--- src/rtl/data_cal_pkg.sv ---
// data_cal_pkg: shared types and constants for the lane-select adder.
package data_cal_pkg;
    typedef enum logic {EMPTY, LOADED} state_t;
    localparam int SEL_CAPTURE = 0;
    localparam int DEF_LANE_W = 4;
    localparam int DEF_LANES = 4;
    localparam int CNT_W = 8;
endpackage

--- src/rtl/data_cal_lane_sum.sv ---
// data_cal_lane_sum: extracts lane sel and adds it to lane 0; hit flags an in-range sel.
module data_cal_lane_sum #(
    parameter int LANE_W = 4,
    parameter int LANES = 4,
    parameter int SEL_W = 2
) (
    input  logic [LANES*LANE_W-1:0] d,
    input  logic [SEL_W-1:0]        sel,
    output logic [LANE_W:0]         sum,
    output logic                    hit
);
    logic [LANE_W-1:0] lane;
    always_comb begin
        lane = '0;
        hit = 1'b0;
        for (int k = 0; k < LANES; k++)
            if (sel == SEL_W'(k)) begin
                lane = d[k*LANE_W +: LANE_W];
                hit = 1'b1;
            end
        sum = {1'b0, d[LANE_W-1:0]} + {1'b0, lane};
    end
endmodule

--- src/rtl/data_cal_mc.sv ---
// data_cal_mc: capture register, lane0+laneK adder and one-entry valid/ready result register.
// Optional consumed-result counter res_cnt enabled by DATA_CAL_MC_CNT_EN.
module data_cal_mc
    import data_cal_pkg::*;
#(
    parameter int LANE_W = DEF_LANE_W,
    parameter int LANES = DEF_LANES,
    localparam int SEL_W = $clog2(LANES),
    localparam int OUT_W = LANE_W + 1
) (
    input  logic                    clk,
    input  logic                    rst,
    input  logic [LANES*LANE_W-1:0] d,
    input  logic [SEL_W-1:0]        sel,
    input  logic                    in_valid,
    output logic                    in_ready,
    output logic [OUT_W-1:0]        out,
    output logic                    out_valid,
    input  logic                    out_ready,
`ifdef DATA_CAL_MC_CNT_EN
    output logic [CNT_W-1:0]        res_cnt,
`endif
    output logic                    err
);
    state_t state, state_n;
    logic [LANES*LANE_W-1:0] d_q;
    logic [OUT_W-1:0] sum;
    logic hit, acc, cap, comp, do_res, err_d;

    data_cal_lane_sum #(.LANE_W(LANE_W), .LANES(LANES), .SEL_W(SEL_W)) u_sum (
        .d(d_q), .sel(sel), .sum(sum), .hit(hit)
    );

    assign in_ready = !out_valid || out_ready;
    assign acc = in_valid && in_ready;
    assign cap = acc && sel == SEL_W'(SEL_CAPTURE);
    assign comp = acc && sel != SEL_W'(SEL_CAPTURE);

    always_ff @(posedge clk or negedge rst)
        if (!rst) state <= EMPTY;
        else state <= state_n;

    always_comb state_n = cap ? LOADED : state;

    // Out-of-range lanes behave like computing with nothing captured.
    always_comb begin
        do_res = comp && state == LOADED && hit;
        err_d = comp && !(state == LOADED && hit);
    end

    always_ff @(posedge clk or negedge rst)
        if (!rst) begin
            d_q <= '0;
            out <= '0;
            out_valid <= 1'b0;
            err <= 1'b0;
        end else begin
            if (cap) d_q <= d;
            if (do_res) out <= sum;
            out_valid <= do_res || (out_valid && !out_ready);
            err <= err_d;
        end

`ifdef DATA_CAL_MC_CNT_EN
    always_ff @(posedge clk or negedge rst)
        if (!rst) res_cnt <= '0;
        else if (out_valid && out_ready) res_cnt <= res_cnt + 1'b1;
`endif
endmodule

--- config.mk ---
export PLATFORM = sky130hd
export DESIGN_NAME = data_cal_mc
export DESIGN_NICKNAME = d
export VERILOG_FILES = /design/src/rtl/data_cal_pkg.sv /design/src/rtl/data_cal_lane_sum.sv /design/src/rtl/data_cal_mc.sv
export SDC_FILE = /design/constraint.sdc
export NUM_CORES = 1
export LEC_CHECK = 0
export CAP_MARGIN = 20
export CORE_ASPECT_RATIO = 1.5
export CORE_MARGIN = 4
export CORE_UTILIZATION = 40
export DETAILED_ROUTE_END_ITERATION = 10
export GPL_TIMING_DRIVEN = 0
export HOLD_SLACK_MARGIN = 0.02
export PLACE_DENSITY = 0.79
export SLEW_MARGIN = 20
export SYNTH_ARGS = -nofsm -noshare
export SYNTH_HDL_FRONTEND = slang
export SYNTH_SLANG_ARGS = --single-unit
--- constraint.sdc ---
create_clock -name clk -period 4.35 [get_ports clk]
set_input_delay 0.435 -clock clk [delete_from_list [all_inputs] [get_ports clk]]
set_output_delay 0.435 -clock clk [all_outputs]
set_load 0.02 [all_outputs]
==> impl_results.md <==
- Run status: finished, final reports clean
- PortBufs: 28
- Die area: 0.004044 sq mm
- Hold Fails Final Rpt: 0
- RSZ-0062 raised after global routing: no
- Die Span Y: 75.92 microns
- Slowest-stage cell, CP: clkdlybuf4s50_1
- Clock Tree Buf Depth: 2
- Post-DP HPWL: 1.737 mm
- Lkg Pwr: 0.7294 nW
- Sw frac: 28.72%
- Average cell area after synthesis: 15.97 sq um
- Power Density: 457.0 mW/mm^2
- Max Clock Freq: 421.9 MHz
- Crit Reg-Reg Endpoint: out[2]
- Final Power: 729.1 uW
- Maximum vdd drop: 0.0002106 V
- CP Launch Type: input pin
- Htree depth: 1
- Post-DR vias/cell: 5.143
- Die extent in x: 53.28 microns
- Grt met1 use: 12.58%
- Crit path largest cell delay: 0.65 ns
- First-pass GRT wire length: 3.546 mm
- Internal power: 519.7 uW
- # clock sinks: 24
- Unique masters post-synth: 24
- Switching pwr: 209.4 uW
- Residual DRC count: 0
- Pre-antenna DRT Iters: 4
- GRT overflow: 0
- Fill cell count: 263
- Clk pwr share: 16.9%
- Post-CTS setup buffers: 0
- Initial antenna violation count: 0
- Routed length per instance: 14.67 microns
- Final setup violating endpoints: 0
- GP Congestion: 0.7445
- R2R depth: 5
- Largest area contributor in the netlist: dfrtp_1
- Synth warnings: 0
- # diodes: 0
- Yosys top cell area share: 48.83%
- Worst Hold Class: input pin to asynchronous set/reset pin
- Data arrival, critical path: 2.52 ns
- Clock latency on the worst-skew pair: 0.26 ns
- GRT Total Usage: 11.64%
- Met3 Use GR: 1.961%
- Via count: 756
- Share of layout cells above drive strength 1: 26.85%
- CTS Hold Bufs: 0
- Worst Clk Skew: 0.004664 ns
- Busiest grt layer: met2
- Worst Setup End Kind: flop
- Top Family by Delay on Critical Path: adder cells
- Largest net degree at the start of global routing: 25
- Post-Syn Area: 0.001230 sq mm
- Hold_ws: 0.1458 ns
- Tcrit/Tclk final: 54.49%
- Post-cts gate resize count: 0
- Seq cells post-synth: 24
- Worst r2r src: d_q[0]
- Design area: 0.001595 sq mm
- TritonCTS clock tree: yes
- Req. time, crit path: 4.50 ns
- Met2 Track Usage GR: 21.13%
- Crit-path max FO: 6
- Post-layout minimum cycle time: 2.370 ns
- Site Rows: 24
- Sequential fraction of the synthesis area: 48.83%
- Gate power share: 39.7%
- Syn nets: 105
- CTS root buffer: clkbuf_8
- Setup TNS: 0 ns
- Slew HR: 64.90%
- Vias in the first global route: 830
- DR iter-0 viols: 17
- Worst-path clk slew: 0.08 ns
- Cells after synthesis: 77
- Starting density of the core: 41.79%
- Critical path cell sequence: clkdlybuf4s50_1, mux4_1, ha_1, fa_1, xor2_1, mux2_4
- Critical path class: input pin to flop
- CTS buffer count: 3
- R2R setup slack: 2.25 ns
- Area contributors post-synth: dfrtp_1, mux2_4, mux4_1, mux2_2, ha_1
- Post-detailed-route count of antenna-violating nets: 0
- Area growth syn-to-layout: 29.70%
- Core area: 0.002943 sq mm
- WP buf/inv: 1
- Flop pwr share: 43.4%
- DP Area: 0.001559 sq mm
- Max-slew violations: 0
- Fin util: 54.21%
- Final wirelength: 2.156 mm
- I/O pin total: 30
- Worst slew pin tran: 0.5265 ns
- MaxCap Viol Count: 0
- Post-layout nets: 138
synth_stat cells:
master and number:
a21boi_0 1, a21o_1 1, a21oi_1 2, and3b_1 1, buf_6 3, dfrtp_1 24, fa_1 1, ha_1 5
inv_1 2, mux2_2 7, mux2_4 12, mux4_1 4, nand2_1 1, nand2b_1 1, nand3_1 1, nand3_4 1
nor2_1 1, nor2b_4 1, nor4_1 1, o21ai_0 1, o21ai_2 1, o31ai_1 3, or3_1 1, xor2_1 1
cell type report:
class / instances / area, sq um / share of cell area [%]
Sequential cell: 24 / 600.6 / 37.65
Timing Repair Buffer: 28 / 275.3 / 17.25
Multi-Input combinational cell: 48 / 588.1 / 36.86
Inverter: 2 / 7.507 / 0.4706
Tap cell: 39 / 48.80 / 3.059
Buffer: 3 / 33.78 / 2.118
Clock buffer: 3 / 41.29 / 2.588
registers in the layout, summed over array words and instances (netlist names):
name	flops
d_q	16
state	1
err	1
out	5
out_valid	1
cells by family after synthesis:
| kind of cell | share of synthesized area [%] |
|---|---|
| flip-flops | 48.83 |
| multiplexers | 29.60 |
| AO/OA/AOI/OAI | 4.985 |
| AND/OR/NAND/NOR | 5.799 |
| adder cells (fa/ha/maj) | 6.714 |
| buffers and inverters | 3.357 |
| XOR/XNOR | 0.7122 |
worst max-delay path by stage:
stage,startpoint,end,slack (ns),cells after the start
final,sel[0],out[2],1.98,6
after global routing,sel[0],out[4],1.93,7
after CTS,sel[0],out[2],1.98,6
after detailed placement,sel[0],out[2],1.70,6
after global placement,sel[0],out[4],1.75,7
after floorplan,sel[1],out[2],2.15,6
power groups by stage:
| stage | Sequential [mW] | Clock [mW] | Combinational [mW] |
|---|---|---|---|
| 2_1_floorplan | 0.344 | 0 | 0.160 |
| 3_3_place_gp | 0.318 | 0 | 0.281 |
| 3_5_place_dp | 0.321 | 0 | 0.293 |
| 4_1_cts | 0.317 | 0.128 | 0.295 |
| 5_1_grt | 0.324 | 0.135 | 0.314 |
| 6_report | 0.316 | 0.123 | 0.290 |
routing by layer:
metal  wire length [microns]  vias to the layer above
li1                        -                      350
met2                    1196                       21
met3                     111                        2
met4                      23                        0
met1                     825                      383
met5                       0                        -
placed cells by master (no fill, tap or decap), types with 2 or more instances in the layout:
| cell type | count |
|---|---|
| a21oi_1 | 2 |
| buf_6 | 3 |
| clkbuf_8 | 3 |
| clkdlybuf4s50_1 | 27 |
| dfrtp_1 | 24 |
| ha_1 | 5 |
| inv_1 | 2 |
| mux2_2 | 7 |
| mux2_4 | 12 |
| mux4_1 | 4 |
| o31ai_1 | 3 |
metrics by stage:
| step | cells | setup slack, ns |
|---|---|---|
| after floorplan | 77 | 2.149 |
| after global placement | 144 | 1.749 |
| after detailed placement | 144 | 1.703 |
| after CTS | 147 | 1.981 |
| after global routing | 147 | 1.926 |
| final | 147 | 1.980 |
(Power assumes the default switching activity.)
